==> config.mk <==
export PLATFORM = sky130hd
export DESIGN_NAME = gigerx_frame_rd_ctrl
export DESIGN_NICKNAME = d
export VERILOG_FILES = /design/src/rtl/gigerx_pkg.sv /design/src/rtl/gigerx_rdctrl_obuf.sv /design/src/rtl/gigerx_frame_rd_ctrl.sv
export SDC_FILE = /design/constraint.sdc
export NUM_CORES = 1
export LEC_CHECK = 0
export ABC_AREA = 1
export BUFFER_PORTS_ARGS = -buffer_cell sky130_fd_sc_hd__buf_2
export CORE_MARGIN = 2
export CORE_UTILIZATION = 40
export DETAILED_ROUTE_END_ITERATION = 10
export SYNTH_ARGS = -nofsm -noshare
export SYNTH_HDL_FRONTEND = slang
export SYNTH_SLANG_ARGS = --single-unit
==> constraint.sdc <==
create_clock -name rdclk -period 4.04 [get_ports rdclk]
set_clock_uncertainty 0.05 [all_clocks]
set_input_delay 0.404 -clock rdclk [delete_from_list [all_inputs] [get_ports rdclk]]
set_output_delay 0.404 -clock rdclk [all_outputs]
set_load 0.005 [all_outputs]
==> src/rtl/gigerx_pkg.sv <==
// gigerx_pkg: shared FSM states, byte-count field layout and word-count helper
// for the gigabit RX read path.
package gigerx_pkg;

    typedef enum logic [1:0] {IDLE, BCNT, DATA, DROP} rd_state_e;

    localparam int BC_ERR_BIT    = 15;
    localparam int BC_LEN_MSB    = 13;
    localparam int MAX_BYTES_DEF = 9600;
    localparam int WCNT_W        = 12;

    // number of 8-byte words covering a byte count, rounded up
    function automatic logic [WCNT_W-1:0] bc_words(input logic [BC_LEN_MSB:0] bytes);
        logic [BC_LEN_MSB+1:0] s;
        s = {1'b0, bytes} + (BC_LEN_MSB+2)'(7);
        return s[BC_LEN_MSB+1:3];
    endfunction

endpackage

==> src/rtl/gigerx_rdctrl_obuf.sv <==
// gigerx_rdctrl_obuf: 2-entry output FIFO; the head drives the stream ports
// and reads as zero while empty.
module gigerx_rdctrl_obuf #(
    parameter int W = 69
) (
    input  logic         rdclk,
    input  logic         reset,
    input  logic         wr_en,
    input  logic [W-1:0] wr_data,
    input  logic         rd_en,
    output logic [W-1:0] rd_data,
    output logic         valid,
    output logic [1:0]   occ
);

    logic [W-1:0] mem [2];
    logic         wp;
    logic         rp;

    always_ff @(posedge rdclk) begin
        if (reset) begin
            wp  <= 1'b0;
            rp  <= 1'b0;
            occ <= 2'd0;
        end else begin
            if (wr_en) wp <= ~wp;
            if (rd_en) rp <= ~rp;
            occ <= occ + {1'b0, wr_en} - {1'b0, rd_en};
        end
    end

    always_ff @(posedge rdclk) begin
        if (wr_en) mem[wp] <= wr_data;
    end

    assign valid   = occ != 2'd0;
    assign rd_data = valid ? mem[rp] : '0;

endmodule

==> src/rtl/gigerx_frame_rd_ctrl.sv <==
// gigerx_frame_rd_ctrl: pops a byte-count entry, then its data words, and emits a framed stream.
// Define GIGERX_RDCTRL_STATS_EN to add the frm_cnt/drop_cnt statistics outputs.
module gigerx_frame_rd_ctrl
    import gigerx_pkg::*;
#(
    parameter int DWIDTH    = 64,
    parameter int BCWIDTH   = 16,
    parameter int MAX_BYTES = MAX_BYTES_DEF
) (
    input  logic              rdclk,
    input  logic              reset,
    input  logic              bcnt_empty,
    input  logic [BCWIDTH-1:0] bcnt_q,
    output logic              bcnt_rdreq,
    input  logic              dat_empty,
    input  logic [DWIDTH-1:0] dat_q,
    output logic              dat_rdreq,
    output logic [DWIDTH-1:0] out_data,
    output logic              out_valid,
    input  logic              out_ready,
    output logic              out_sop,
    output logic              out_eop,
    output logic [2:0]        out_mod,
    output logic              busy
`ifdef GIGERX_RDCTRL_STATS_EN
    ,
    output logic [31:0]       frm_cnt,
    output logic [31:0]       drop_cnt
`endif
);

    localparam logic [BC_LEN_MSB:0] MAXB = (BC_LEN_MSB+1)'(MAX_BYTES);

    rd_state_e           state;
    rd_state_e           state_nxt;
    logic [WCNT_W-1:0]   cnt;
    logic [WCNT_W-1:0]   wtot;
    logic [2:0]          bmod;
    logic                pend;
    logic                psop;
    logic                peop;
    logic [2:0]          pmod;
    logic [1:0]          occ;
    logic [2:0]          lvl;
    logic                xfer;
    logic                room;
    logic [BC_LEN_MSB:0] bytes;
    logic                bc_bad;
    logic                unused_rsvd;

    assign bytes       = bcnt_q[BC_LEN_MSB:0];
    assign bc_bad      = bcnt_q[BC_ERR_BIT] || bytes > MAXB;
    assign unused_rsvd = bcnt_q[BC_LEN_MSB+1];
    assign xfer        = out_valid && out_ready;
    // the word leaving this cycle frees its slot, which keeps 1 word/cycle in steady state
    assign lvl         = {1'b0, occ} + {2'b0, pend} - {2'b0, xfer};
    assign room        = lvl < 3'd2;
    assign busy        = state != IDLE || out_valid || pend;

    always_comb begin
        state_nxt  = state;
        bcnt_rdreq = 1'b0;
        dat_rdreq  = 1'b0;
        case (state)
            IDLE: begin
                bcnt_rdreq = !bcnt_empty;
                state_nxt  = bcnt_empty ? IDLE : BCNT;
            end
            BCNT: state_nxt = bytes == '0 ? IDLE : bc_bad ? DROP : DATA;
            DATA: begin
                dat_rdreq = !dat_empty && room;
                state_nxt = dat_rdreq && cnt == WCNT_W'(1) ? IDLE : DATA;
            end
            DROP: begin
                dat_rdreq = !dat_empty;
                state_nxt = dat_rdreq && cnt == WCNT_W'(1) ? IDLE : DROP;
            end
            default: state_nxt = IDLE;
        endcase
        if (reset) begin
            bcnt_rdreq = 1'b0;
            dat_rdreq  = 1'b0;
        end
    end

    always_ff @(posedge rdclk) begin
        if (reset) begin
            state <= IDLE;
            cnt   <= '0;
            wtot  <= '0;
            bmod  <= 3'd0;
            pend  <= 1'b0;
            psop  <= 1'b0;
            peop  <= 1'b0;
            pmod  <= 3'd0;
        end else begin
            state <= state_nxt;
            // frame tags travel alongside the read so they meet the word one cycle later
            pend  <= dat_rdreq && state == DATA;
            psop  <= cnt == wtot;
            peop  <= cnt == WCNT_W'(1);
            pmod  <= cnt == WCNT_W'(1) ? bmod : 3'd0;
            if (state == BCNT) begin
                cnt  <= bc_words(bytes);
                wtot <= bc_words(bytes);
                bmod <= bytes[2:0];
            end else if (dat_rdreq) begin
                cnt <= cnt - WCNT_W'(1);
            end
        end
    end

    gigerx_rdctrl_obuf #(.W(DWIDTH + 5)) u_obuf (
        .rdclk   (rdclk),
        .reset   (reset),
        .wr_en   (pend),
        .wr_data ({dat_q, psop, peop, pmod}),
        .rd_en   (xfer),
        .rd_data ({out_data, out_sop, out_eop, out_mod}),
        .valid   (out_valid),
        .occ     (occ)
    );

`ifdef GIGERX_RDCTRL_STATS_EN
    always_ff @(posedge rdclk) begin
        if (reset) begin
            frm_cnt  <= '0;
            drop_cnt <= '0;
        end else begin
            if (xfer && out_eop) frm_cnt <= frm_cnt + 32'd1;
            if (state == BCNT && (bytes == '0 || bc_bad)) drop_cnt <= drop_cnt + 32'd1;
        end
    end
`endif

endmodule
==> reports/metrics.csv, run 1 <==
stage,metric,value,unit
outcome,status,completed,
timing,rsz0062_at_grt,no,
global_route,grt_first_pass_wirelength,26900,um
final_layout,nets,987,
global_route,grt_pass1_vias,5334,
cts,cts-resized-gates,0,
timing,hold_violations,0,
final_layout,areaGrowthSynthToFinish,21.6,%
worst_setup_path,critPathLaunch,u_obuf.occ[1],
final_layout,fillers,1761,
job,maxCapViolCount,0,
timing,hold_slack,0.112,ns
global_route,grt.total_usage,17.4,%
timing,worst_slew_pin_slew,0.943,ns
worst_setup_path,crit_path_frequent_cell,inv_1,
final_layout,final_layout_size_suffix_gt1_share,24.2,%
logic_synthesis,synth_xor_area_share,0.700,%
timing,maxSlewViolCount,0,
global_route,gr-total-overflow,0,
power,seqPwrFrac,37.9,%
logic_synthesis,synth-simple-area-share,18.5,%
logic_synthesis,synth.distinct_cells,32,
die,die-area,19900,um2
logic_synthesis,synth_seq_cells,178,
final_layout,regArea,4950,um2
power,p_sw,0.00217,W
cts,cts-buffers-inserted,17,
timing,slew_headroom,37.1,%
logic_synthesis,synthAdderAreaFrac,0.933,%
cts,cts_buffer_depth,2,
route,drc,0,
worst_setup_path,crit_type,flop to output pin,
worst_setup_path,max_stage_delay,0.48,ns
final_layout,mostFrequentLayoutCells,"nand2_1 (229), buf_2 (156), edfxtp_1 (138)",
die,start_util,40.4,%
logic_synthesis,ys_async_sr_fraction,0,%
die,fp.coreArea,18600,um2
worst_setup_path,path_max_fanout,6,
placed_design,portBuffers,156,
cts,path_clk_slew,0.07,ns
worst_setup_path,reg2reg_from,u_obuf.occ[1],
logic_synthesis,muxShareOfSynthArea,0,%
worst_setup_path,crit_slowest_cell,fa_1,
power,p_per_area,655,nW/um2
global_route,grt_max_degree,71,
placed_design,gp_congestion,0.866,
power,peakVddDrop,0.000352,V
cts,insertion_delay,0.42,ns
die,ios,158,
worst_hold_path,hold_path.class,input pin to flop,
power,intPower,0.00381,W
worst_setup_path,cp_top_family,adder cells,
logic_synthesis,syn_inst,745,
timing,min_period,3.06,ns
global_route,antenna_found_initial,2,
placed_design,dp.final_hpwl,11500,um
cts,cts.sinks,178,
route,routed_wl,17300,um
route,wl_per_cell,15.1,um
timing,tns,0,ns
logic_synthesis,synth_top_family_by_area,simple AND/OR/NAND/NOR gates,
die,die_h,141,um
power,switching_share,36.3,%
route,drtIter0Drc,328,
power,pwr-share-clk,28.0,%
cts,cts_tree,built,
logic_synthesis,synth_compound_area_share,9.02,%
worst_hold_path,hp-start,dat_q[28],
logic_synthesis,syn_area,7510,um2
timing,max_freq,0.327,GHz
route,vias,5589,
logic_synthesis,postSynthAreaPerCell,10.1,um2
die,die_width,141,um
cts,h-tree-depth,4,
timing,fin_crit_sh,75.8,%
worst_setup_path,critPathBufInv,6,
worst_setup_path,end_kind,output pin,
logic_synthesis,yosys_warnings,0,
logic_synthesis,syn_nets,835,
die,row_count,50,
timing,setup_viol,0,
route,avgViaCountPerCell,4.87,
power,leakagePower,3.85,nW
logic_synthesis,ys_seq_area_share,65.9,%
route,drtAntennaViolNets,0,
route,first_pass_iters,4,
power,comb_power_share,34.1,%
cts,cts_setup_buffers,0,
cts,clockRootBuffer,clkbuf_16,
worst_setup_path,worstSetupStartpointType,flop,
worst_setup_path,crit_chain,nor2_4 -> inv_1 -> nand2_1 -> inv_1 -> ha_1 -> inv_1 -> ha_1 -> fa_1 -> inv_1 -> nand3_1 -> nand2_1 -> nand2_4 -> inv_1 -> buf_2,
cts,holdBufCountCts,0,
final_layout,multi_input_area,2200,um2
worst_setup_path,cp.arrival,2.61,ns
worst_setup_path,required,3.59,ns
final_layout,final_common_cell,nand2_1,
logic_synthesis,synth-edff-count,138,
logic_synthesis,synth_ff_type,edfxtp_1,
==> registers in the layout (all words and copies together) (netlist names), named ones only <==
signal	flops
u_obuf.wp	1
cnt	12
pmod	3
wtot	12
pend	1
u_obuf.rp	1
u_obuf.mem	138
peop	1
u_obuf.occ	2
state	2
psop	1
bmod	3
==> worst register-to-register path, stage by stage, from the launching register on <==
cell     delay, ns
dfxtp_1       0.35
nor2_4        0.12
inv_1         0.05
nand2_1       0.05
inv_1         0.07
ha_1          0.27
inv_1         0.04
ha_1          0.18
fa_1          0.48
inv_1         0.05
nand3_1       0.10
nand2_1       0.09
nand2_4       0.13
nand2_8       0.11
inv_1         0.15
nand2_1       0.07
a21oi_1       0.14
==> synthesized netlist by cell type (3+ instances only) <==
master,n,area (um2)
inv_1,58,218
inv_2,3,11.3
a21oi_1,96,480
buf_2,9,45.0
o21ai_0,22,110
a211oi_1,3,22.5
nand2_1,229,860
o21ai_1,5,25.0
nand3_1,33,165
nor2_4,3,33.8
edfxtp_1,138,4140
dfxtp_1,40,801
xor2_1,4,35.0
ha_1,4,50.1
nand3_2,3,30.0
nor2_1,47,176
nand4_1,7,43.8
clkbuf_1,20,75.1
a21oi_2,3,26.3
==> worst paths after layout <==
check,to,slack [ns],cells past startpoint
max,dat_rdreq,0.98,14
max reg2reg,cnt[1],1.49,16
min,u_obuf.mem[1][33],0.11,1
min reg2reg,pmod[0],0.37,2
==> layout make-up <==
class | instances | share of cell area (%)
Timing Repair Buffer | 163 | 9.13
Sequential cell | 178 | 54.2
Inverter | 63 | 2.62
Clock buffer | 17 | 4.66
Tap cell | 234 | 3.21
Antenna cell | 3 | 0.0822
Clock inverter | 15 | 1.99
Multi-Input combinational cell | 474 | 24.1
==> cells by family after synthesis <==
group	after synthesis
flops	178
fa+ha+maj	5
compound gates	131
buf+inv	93
simple gates	332
xor+xnor	6
==> layer usage <==
metal / vias up / share of wire [%] / track usage [%]
met1: 2585 / 41 / 21.1
met4: 0 / 2.1 / 6.47
met2: 160 / 51 / 30.3
met5: - / 0 / 0
li1: 2820 / - / -
met3: 24 / 6.0 / 4.11
==> power by group through the flow <==
stage / clock network (W) / registers, W / logic [W]
final: 0.00167 / 0.00226 / 0.00204
after global routing: 0.00179 / 0.00228 / 0.00231
after CTS: 0.00171 / 0.00226 / 0.00207
after detailed placement: 0 / 0.00230 / 0.00206
after global placement: 0 / 0.00230 / 0.00204
after floorplan: 0 / 0.00227 / 0.00134
==> per-stage QoR <==
stage / utilization, % / cell area [um2] / power, W / instances / worst slack [ns]
3_3_place_gp: 45.8 / 8510 / 0.00434 / 1112 / 1.43
2_1_floorplan: - / 7510 / 0.00362 / 745 / 0.186
6_report: 49.1 / 9130 / 0.00598 / 1147 / 0.978
3_5_place_dp: 45.8 / 8510 / 0.00437 / 1112 / 1.40
4_1_cts: 49.1 / 9120 / 0.00605 / 1144 / 0.928
5_1_grt: 49.1 / 9130 / 0.00639 / 1146 / 0.778
Power figures use the tool's default switching activity.
==> run 2, diff against run 1 <==
==> constraint.sdc (replaced) <==
create_clock -name rdclk -period 2.5 [get_ports rdclk]
set_clock_uncertainty 0.05 [all_clocks]
set_input_delay 0.25 -clock rdclk [delete_from_list [all_inputs] [get_ports rdclk]]
set_output_delay 0.25 -clock rdclk [all_outputs]
set_load 0.005 [all_outputs]
==> run 2 against run 1 <==
Compared with the run above:
- the run now ends with negative setup slack left
- combinational power up 100%
- register-to-register slack worse by 1.6 ns
- total power up 72%
- sequential share of layout area down 5.0 points
- clock power up 50%
- global-route usage up 1.5 points
- count of clock-buffer cells in the layout up 1
- critical path depth unchanged
- via count up 8.1%
- die area unchanged
- worst hold slack worse by 0.042 ns
- flip-flop and latch count unchanged
- critical path type unchanged
- critical endpoint unchanged
==> reports/metrics.csv, run 2 (synthesized netlist as in run 1, its figures left out) <==
stage,metric,value,unit,change
timing,worst_slew_pin_slew,0.852,ns,was 0.943 ns
worst_setup_path,required,2.20,ns,was 3.59 ns
outcome,violations,negative setup slack,,
route,avgViaCountPerCell,4.88,,was 4.87
global_route,grt_pass1_vias,5911,,was 5334
worst_setup_path,path_max_fanout,2,,was 6
route,drtIter0Drc,300,,was 328
timing,slew_headroom,43.2,%,was 37.1%
die,row_count,50,,unchanged
outcome,status,"complete, but fails checks",,was completed
timing,fin_crit_sh,107,%,
timing,rsz0062_at_grt,yes,,was no
route,routed_wl,18600,um,was 17300 um
timing,postLayoutSetupSlackWorst,-0.172,ns,was 0.978 ns
final_layout,reg_top3,"u_obuf.mem x138, cnt x12, wtot x12",,unchanged
worst_hold_path,hold_path.class,input pin to flop,,unchanged
global_route,gr-total-overflow,0,,unchanged
cts,cts_tree,built,,unchanged
final_layout,mostFrequentLayoutCells,"nand2_1 (227), buf_2 (154), edfxtp_1 (138)",,"was nand2_1 (229), buf_2 (156), edfxtp_1 (138)"
final_layout,final_util,54.2,%,was 49.1%
route,first_pass_iters,5,,was 4
power,p_per_area,1020,nW/um2,was 655 nW/um2
timing,setup_viol,5,,was 0
timing,max_freq,0.374,GHz,
cts,h-tree-depth,4,,unchanged
timing,min_period,2.67,ns,
worst_setup_path,crit_type,flop to output pin,,unchanged
route,drc,0,,unchanged
placed_design,dp.final_hpwl,11800,um,was 11500 um
die,die_h,141,um,unchanged
cts,cts.sinks,178,,unchanged
timing,hold_violations,0,,unchanged
final_layout,areaGrowthSynthToFinish,34.1,%,was 21.6%
final_layout,largest_reg_flops,138,,unchanged
global_route,grt.total_usage,18.9,%,was 17.4%
final_layout,top_register,u_obuf.mem,,unchanged
worst_setup_path,cp.arrival,2.37,ns,was 2.61 ns
die,ios,158,,unchanged
die,die-area,19900,um2,unchanged
die,start_util,40.4,%,unchanged
power,peakVddDrop,0.000869,V,was 0.000352 V
global_route,antenna_found_initial,0,,was 2
global_route,grt_first_pass_wirelength,29600,um,was 26900 um
job,maxCapViolCount,0,,unchanged
final_layout,final_cell_count_no_fill,1238,,was 1147
route,drtAntennaViolNets,0,,unchanged
final_layout,final_layout_size_suffix_gt1_share,26.4,%,was 24.2%
global_route,grt_max_degree,71,,unchanged
worst_setup_path,worstSetupStartpointType,flop,,unchanged
die,fp.coreArea,18600,um2,unchanged
final_layout,fillers,1641,,was 1761
timing,maxSlewViolCount,0,,unchanged
final_layout,diodes,0,,was 3
cts,insertion_delay,0.42,ns,about the same
power,leakagePower,4.26,nW,was 3.85 nW
final_layout,final_common_cell,nand2_1,,unchanged
final_layout,nets,1082,,was 987
cts,cts_buffer_depth,2,,unchanged
cts,clockRootBuffer,clkbuf_16,,unchanged
cts,path_clk_slew,0.07,ns,about the same
placed_design,pre_cts_slack,0.00908,ns,was 1.40 ns
die,die_width,141,um,unchanged
route,vias,6044,,was 5589
timing,tns,-0.464,ns,was 0 ns
route,wl_per_cell,15.0,um,was 15.1 um
placed_design,placedCellCount,1119,,was 1112
placed_design,gp_congestion,0.896,,was 0.866
worst_setup_path,end_kind,output pin,,unchanged
cts,cts-buffers-inserted,17,,unchanged
placed_design,portBuffers,156,,unchanged
[run 2: cell types whose count changed in the layout (fill, tap and decap cells not counted), sizes merged]
cell / delta
dlygate4sd3: +64
buf: +30
inv: -7
clkinv: +6
diode: -3
bufinv: -1
clkbuf: +1
nand2: +1
[run 2: area by class of cell]
type / count / area [um2] / share of cell area (%)
inverter: 63 / 244 / 2.42
clock inverter: 13 / 133 / 1.32
tap: 234 / 293 / 2.91
timing repair buffer: 257 / 1760 / 17.5
sequential: 178 / 4950 / 49.1
clock buffer: 18 / 429 / 4.26
multi-input combinational: 475 / 2260 / 22.4
[run 2: final timing paths]
kind	slack, ns	depth (start not counted)	end	start
max	-0.17	14	dat_rdreq	u_obuf.occ[1]
min	0.07	3	bmod[0]	bcnt_q[0]
max reg2reg	-0.13	17	u_obuf.occ[1]	u_obuf.occ[1]
min reg2reg	0.38	0	u_obuf.mem[0][0]	pmod[0]
[run 2: power by group]
part / internal (W) / switching [W] / leakage [nW]
sequential: 0.00347 / 0.000200 / 1.57
combinational: 0.00172 / 0.00239 / 2.42
clock: 0.00139 / 0.00112 / 0.270
total: 0.00658 / 0.00371 / 4.26
[run 2: critical path: stages (launching register included)]
cell	delay (ns)
dfxtp_2	0.33
nor2_4	0.11
inv_2	0.05
nand2_2	0.06
inv_2	0.05
ha_4	0.25
inv_2	0.03
ha_4	0.15
fa_2	0.53
inv_2	0.04
nand3_2	0.06
nand2_2	0.06
nand2_4	0.08
inv_4	0.04
buf_6	0.10
[run 2: metal layers]
metal	up-vias	track usage, %	share of wire [%]
met2	186	32.5	48
met1	2825	23.4	44
li1	3003	-	-
met4	0	6.42	1.9
met5	-	0	0
met3	30	4.45	6.4
[run 2: stage by stage]
step / area [um2] / hold WS [ns] / power [W]
detailed placement: 8620 / 0.365 / 0.00714
finish: 10100 / 0.0700 / 0.0103
global placement: 8620 / 0.357 / 0.00710
floorplan: 7520 / 0.299 / 0.00585
global route: 10100 / 0.0787 / 0.0110
CTS: 10000 / 0.0565 / 0.0102
[run 2: what timing repair did]
action                     4_1_cts  5_1_grt
cloned                           0        1
setup buffers                   21        2
hold endpoints to repair       128        0
setup endpoints to repair        3       15
gates resized for setup         16        8
pin swaps                        7        5
hold buffers                    64        0
